$ cat src/rtl/ha_array_pkg.sv
// Shared types and constants for the half-adder array accumulator.
package ha_array_pkg;

  localparam int GROUPS = 4;
  localparam int T_W    = 9;
  localparam int B_W    = 7;
  localparam int ACC_W  = 17;

  typedef struct packed {
    logic [T_W-1:0] t;
    logic [B_W-1:0] b;
  } ha_group_t;

  typedef enum logic [1:0] {
    IDLE = 2'd0,
    ACC  = 2'd1,
    DONE = 2'd2
  } state_t;

endpackage

$ cat src/rtl/ha_array_accumulator_weight.sv
// Combinational weighting of one row-pair group: (t + (b << 2)) << (2 * idx).
module ha_group_weight
  import ha_array_pkg::*;
(
  input  logic [T_W-1:0]   t_i,
  input  logic [B_W-1:0]   b_i,
  input  logic [1:0]       idx_i,
  output logic [ACC_W-1:0] w_o
);

  logic [10:0] g;

  // g peaks at 1019, so the largest shift (6) still fits in ACC_W bits
  assign g   = {2'b00, t_i} + {2'b00, b_i, 2'b00};
  assign w_o = {6'b000000, g} << {idx_i, 1'b0};

endmodule

$ cat src/rtl/ha_array_accumulator.sv
// Captures four row-pair groups, accumulates their weighted values over four
// cycles with one shared adder, and returns a saturated 16-bit product.
module ha_array_accumulator
  import ha_array_pkg::*;
(
  input  logic           clk,
  input  logic           rst_n,
  input  logic           in_valid,
  output logic           in_ready,
  input  logic [T_W-1:0] ha_array_0_t,
  input  logic [B_W-1:0] ha_array_0_b,
  input  logic [T_W-1:0] ha_array_1_t,
  input  logic [B_W-1:0] ha_array_1_b,
  input  logic [T_W-1:0] ha_array_2_t,
  input  logic [B_W-1:0] ha_array_2_b,
  input  logic [T_W-1:0] ha_array_3_t,
  input  logic [B_W-1:0] ha_array_3_b,
  output logic           out_valid,
  input  logic           out_ready,
  output logic [15:0]    product,
  output logic           ovf
);

  state_t           state_q, state_d;
  logic [ACC_W-1:0] acc_q, acc_d;
  logic [1:0]       cnt_q, cnt_d;
  ha_group_t        hold_q [GROUPS];
  ha_group_t        hold_d [GROUPS];
  ha_group_t        in_group [GROUPS];
  logic [ACC_W-1:0] w_sel;

  assign in_group[0] = '{t: ha_array_0_t, b: ha_array_0_b};
  assign in_group[1] = '{t: ha_array_1_t, b: ha_array_1_b};
  assign in_group[2] = '{t: ha_array_2_t, b: ha_array_2_b};
  assign in_group[3] = '{t: ha_array_3_t, b: ha_array_3_b};

  // Single shared weighting stage, steered by the cycle counter
  ha_group_weight u_weight (
    .t_i   (hold_q[cnt_q].t),
    .b_i   (hold_q[cnt_q].b),
    .idx_i (cnt_q),
    .w_o   (w_sel)
  );

  always_comb begin
    state_d = state_q;
    acc_d   = acc_q;
    cnt_d   = cnt_q;
    for (int i = 0; i < GROUPS; i++) hold_d[i] = hold_q[i];
    case (state_q)
      IDLE: begin
        if (in_valid) begin
          for (int i = 0; i < GROUPS; i++) hold_d[i] = in_group[i];
          acc_d   = '0;
          cnt_d   = 2'd0;
          state_d = ACC;
        end
      end
      ACC: begin
        acc_d = acc_q + w_sel;
        cnt_d = cnt_q + 2'd1;
        if (cnt_q == 2'd3) state_d = DONE;
      end
      DONE: begin
        if (out_ready) state_d = IDLE;
      end
      default: state_d = IDLE;
    endcase
  end

  always_ff @(posedge clk or negedge rst_n) begin
    if (!rst_n) begin
      state_q <= IDLE;
      acc_q   <= '0;
      cnt_q   <= 2'd0;
      for (int i = 0; i < GROUPS; i++) hold_q[i] <= '0;
    end else begin
      state_q <= state_d;
      acc_q   <= acc_d;
      cnt_q   <= cnt_d;
      for (int i = 0; i < GROUPS; i++) hold_q[i] <= hold_d[i];
    end
  end

  // Saturation happens only here; the accumulator itself never wraps
  assign in_ready  = (state_q == IDLE);
  assign out_valid = (state_q == DONE);
  assign product   = !out_valid ? 16'h0000 :
                     (acc_q > 17'h0FFFF) ? 16'hFFFF : acc_q[15:0];
  assign ovf       = out_valid & acc_q[16];

endmodule

$ cat config.mk
export PLATFORM = sky130hd
export DESIGN_NAME = ha_array_accumulator
export DESIGN_NICKNAME = d
export VERILOG_FILES = /design/src/rtl/ha_array_pkg.sv /design/src/rtl/ha_array_accumulator_weight.sv /design/src/rtl/ha_array_accumulator.sv
export SDC_FILE = /design/constraint.sdc
export NUM_CORES = 1
export LEC_CHECK = 0
export ABC_AREA = 1
export CAP_MARGIN = 20
export CORE_ASPECT_RATIO = 0.5
export CORE_MARGIN = 2
export CORE_UTILIZATION = 33
export DETAILED_ROUTE_END_ITERATION = 8
export GPL_TIMING_DRIVEN = 0
export SYNTH_ARGS = -nofsm -noshare
export SYNTH_HDL_FRONTEND = slang
export SYNTH_HIERARCHICAL = 1
export SYNTH_SLANG_ARGS = --single-unit
$ cat constraint.sdc
create_clock -name clk -period 8.4 [get_ports clk]
set_input_delay 1.68 -clock clk [delete_from_list [all_inputs] [get_ports clk]]
set_output_delay 1.68 -clock clk [all_outputs]
set_load 0.01 [all_outputs]
After elaboration in Yosys (flattened, before gate mapping)
Index checks and enable logic that the tools add are counted.
{ "word_totals": {"out_inout_bits": 19, "elab_cells": 43, "mem_count": 0, "ramBits": 0, "latchBits": 0, "regBits": 85, "inputBits": 68, "romBits": 0} }
{ "classes": {"mux": 13, "n_bitwise": 2, "add_sub_neg": 3, "magnitude_cmp": 2, "eq_ne": 6, "div": 0, "shift": 1, "n_mul": 0, "reduce_logical": 5} }
{ "ops": {"columns": ["cell", "n"], "rows": [
  ["$mux W16", 4],
  ["$pmux W17 S2", 1],
  ["$bmux W16 S2", 1],
  ["$add A17 B17 Y17", 1],
  ["$gt A17 B16 Y1 const B", 1],
  ["$mux W17", 1],
  ["$shl A11 B3 Y17", 1],
  ["$add A9 B9 Y10", 1],
  ["$mux W2", 4],
  ["$pmux W2 S3", 1],
  ["$eq A2 B2 Y1 const B", 2],
  ["$ne A2 B2 Y1 const B", 2],
  ["$pmux W2 S2", 1],
  ["$reduce_and A2 Y1", 2],
  ["$ge A3 B3 Y1 const B", 1],
  ["$not A2 Y3", 1],
  ["$reduce_and A3 Y1", 1],
  ["$add A2 B1 Y2 const B", 1],
  ["$eq A2 B1 Y1 const B", 1],
  ["$logic_not A2 Y1", 1],
  ["$ne A2 B1 Y1 const B", 1],
  ["$reduce_bool A2 Y1", 1],
  ["$and A1 B1 Y1", 1]
]} }

Depth between registers and ports, before layout
{ "depth": {"depth_word": 8, "depth_mapped": 25, "depth_no_buf": 23} }

Modules after synthesis
Netlist, hierarchy kept.
{ "by_module_without_submodules": {"columns": ["module", "seq_area_each_um2", "cells_each", "n_inst", "area_per_inst_um2"], "rows": [
  ["ha_array_accumulator", 2127.0, 677, 1, 4834.6],
  ["ha_group_weight", 0.0, 112, 1, 615.6]
]} }

Least setup slack after synthesis
Ideal clock, no wire load.
{ "synth_path": {"kind": "flip-flop to flip-flop", "start": "register cnt_q[0]", "end": "register acc_q[14]", "required_ns": 8.283, "arrival_time_ns": 2.985, "n_path_buf": 2, "synth_period_minus_slack_ns": 3.102, "setup_time_ns": 0.117, "path_stages_with_launch": 26, "slack_ns": 5.298, "path_cell_list": "dfrtp_1 buf_2 inv_1 clkbuf_1 o21ai_0 o22ai_1 ha_1 fa_1 nand2_2 nand2_2 nand3_2 nand2_2 nand2_2 nand3_2 nand3_1 nand2_1 ha_1 nand2_1 inv_1 nand2_1 nor3_1 nand2_1 nand2_1 nand2_1 nand3_1 nand2_1"} }
{ "synth_via": {"elab_chain_cells": 8} }
{ "synth_rtl": {"columns": ["item", "line", "text"], "rows": [
  ["start: declaration", "ha_array_accumulator.sv:26", "logic [1:0] cnt_q, cnt_d;"],
  ["start signal: assignment", "ha_array_accumulator.sv:80", "cnt_q <= cnt_d;"],
  ["$not A2 Y3 (implied by the code)", "ha_array_accumulator.sv:39, ha_array_accumulator.sv:40", null],
  ["$bmux W16 S2", "ha_array_accumulator.sv:39, ha_array_accumulator.sv:40", null],
  ["$mux W16 (implied by the code) (2 in series)", "ha_array_accumulator.sv:40", ".b_i (hold_q[cnt_q].b),"],
  ["$add A9 B9 Y10", "ha_array_accumulator_weight.sv:14", "assign g = {2'b00, t_i} + {2'b00, b_i, 2'b00};"],
  ["$shl A11 B3 Y17 *", "ha_array_accumulator_weight.sv:15", "assign w_o = {6'b000000, g} << {idx_i, 1'b0};"],
  ["named net w_sel[8]", "ha_array_accumulator.sv:30", "logic [ACC_W-1:0] w_sel;"],
  ["$add A17 B17 Y17 *", "ha_array_accumulator.sv:60", "acc_d = acc_q + w_sel;"],
  ["$pmux W17 S2 *", "ha_array_accumulator.sv:50", "case (state_q)"],
  ["end signal: assignment", "ha_array_accumulator.sv:74", "acc_q <= '0;"],
  ["end signal: assignment", "ha_array_accumulator.sv:79", "acc_q <= acc_d;"],
  ["end: declaration", "ha_array_accumulator.sv:25", "logic [ACC_W-1:0] acc_q, acc_d;"]
]} }
Mark *: on every way through the listed nets, which the timed path passes. The rest lies on a longest branch. The select of a mux whose other input is x is not followed.
A chain may end at the register's enable or synchronous reset.

Worst setup path after layout
{ "layout_path": {"start": "register cnt_q[1]", "end": "register acc_q[11]"} }
The elaborated chain is that of the path after synthesis.

==> reports/metrics.cfg <==
[clock_tree]
cts_tree=yes
clock_latency_ns=0.35
cts_root_buf=clkbuf_16
numCtsBuffers=9
ctsResizeCount=0
post_cts_buffers=0
holdBufCountCts=0
htreeDepth=3
clockBufferDepth=2
cts_num_sinks=85
path_clk_slew_ns=0.07

[synthesis]
avgSynthCellArea_sq_um=6.908
synthCells=789
ys_warn_count=6
synth_seq_cells=85
ys_top_cells_by_area=dfrtp_1 (39%), nand2_1 (23%), ha_1 (5.5%)
synth_flop_cell=dfrtp_1
synth_cell_type_count=37
async_flop_share_pct=100.0
synth_seq_area_share_pct=39.03
synth.most_common_cell=nand2_1
mappedNetlistArea_sq_um=5450
yosysTopAreaCell=dfrtp_1
synthTopCellsByCount=nand2_1 (334), dfrtp_1 (85), inv_1 (71), nor2_1 (68), o21ai_0 (41)
netlist.area_leader.share_pct=39.03
synth_edf_count=0
syn-num-nets=883

[status]
status=completed

[drt]
drt_wl_total_mm=14.61
dr.pass1.iters=4
viasPerCell=4.584
route.detailed.drc=0
via_count=5130
drtIter0Drc=209
antenna_left=0
wl_per_cell_microns=13.06

[layout]
fin_nets=981
syn_to_final_growth_pct=27.30
n_fill_cell=1691
seqCellArea_sq_um=2127
drive_above_1_share_pct=7.399
diodes=0
multi_input_area_sq_um=2818

[die]
fp.coreArea_sq_um=16270
die_w_microns=185.7
floorplan.initialDensity_pct=33.50
die_y_microns=94.88
fp-row-count=33
pin_count=87
die_area_sq_um=17620

[critical_path]
cp_slowest_cell=dfrtp_1
timing.critical_path.buf_inv=2
crit_top_cell=nand2_1
startpoint_type=flop
path_class=reg -> reg
required_ns=8.64
cp_cell_sequence=inv_1, clkbuf_1, o21ai_0, o22ai_1, ha_1, fa_1, nand2_2, nand2_2, nand3b_1, nand3_1, nand3_1, o21ai_0, ha_1, nand2_1, nor2_1, nand3_1, nand2_1, nand2_1, nand2_1, nand2_1, nand3_1, nand2_1
worstPathMaxFanout=11
cp-startpoint=cnt_q[1]
crit_family=simple AND/OR/NAND/NOR gates
cp-end-kind=flop
crit_arrival_ns=4.11
cpPeakStageDelay_ns=0.59
rr_startpoint=cnt_q[1]

[placement]
gp_congestion=0.9028
hpwl_mm=11.59
port_buffers=86

[grt]
grt_max_degree=52
grt_pass1_wl_mm=24.69
gr-total-overflow=0
antenna_found_initial=0
track_usage_pct=17.83
grt_pass1_vias=5093

[timing]
rsz0062_at_grt=false
tightest_slew_ns=0.5005
final-setup-viol-count=0
whs_ns=0.4784
hold_viol=0
min_period_ns=3.873
max_freq_mhz=258.2
setup_tns_ns=0
clock_skew_ns=0.01027
fin_crit_sh_pct=46.11
final_max_slew_viol_count=0
max-slew-margin-rel_pct=66.63

[min_path]
min_from=hold_q[18]
min_path_type=reg -> reg

[flow_run]
cap_violations=0

[per-layer routing]
| metal | up-vias | GRT usage (%) | routed length [microns] | part of all wire, % |
|---|---|---|---|---|
| met5 | - | 0 | 0 | 0 |
| met4 | 0 | 3.543 | 145 | 0.99 |
| met3 | 13 | 3.162 | 469 | 3.2 |
| met2 | 82 | 29.55 | 6594 | 45 |
| met1 | 2351 | 24.58 | 7399 | 51 |
| li1 | 2684 | - | - | - |
[kinds of logic (layout without fill, tap and decap cells)]
family	after synthesis	count (layout)	synth area share [%]
mux	1	1	0.1837
fa+ha+maj	26	26	6.244
simple gates	469	469	34.99
xor+xnor	2	2	0.3215
flops	85	85	39.03
other cells	1	1	0.06880
compound gates	97	97	9.894
buf+inv	108	211	9.275
[metrics by stage]
stage	instances	setup slack, ns	utilization (%)	area (sq um)
after detailed placement	1103	4.617	40.69	6620
after global placement	1102	2.460	40.54	6595
after CTS	1119	4.594	42.65	6938
final	1119	4.527	42.65	6938
after floorplan	789	5.298	-	5450
after global routing	1119	4.037	42.65	6938
[area by class of cell]
type	instances	area share [%]
Buffer	31	3.012
Inverter	77	4.274
Sequential cell	85	30.66
Clock inverter	6	1.136
Tap cell	227	4.094
Timing Repair Buffer	87	12.77
Clock buffer	10	3.445
Multi-Input combinational cell	596	40.61
[path summary, 6_finish.rpt]
check	end	slack (ns)	cells after the start
setup / recovery	acc_q[11]	4.53	22
hold / removal	hold_q[18]	0.48	2
setup reg to reg	acc_q[11]	4.53	22
hold reg to reg	hold_q[18]	0.48	2
max in group asynchronous	hold_q[46]	6.48	2
min in group asynchronous	acc_q[16]	1.29	1
[worst min-delay path, cell delays in order (launching register included)]
cell     delay [ns]
dfrtp_1        0.34
nand2_1        0.05
nand2_1        0.05
[flip-flops by register name, summed over array words and instances (netlist names)]
name and count:
hold_q 64, acc_q 17, cnt_q 2, state_q 2
[placed cells by master (no fill, tap or decap), drive strengths merged, types with 24 or more instances in the layout]
cell type and instances:
inv 79, nand2 341, clkdlybuf4s50 85, nor2 71
buf 25, o21ai 51, dfrtp 85, ha 24
a21oi 25, nand3 43
Power is left out: the tool's default activity adds up to more than one toggle a clock period on the data nets, which glitch-free logic cannot reach.
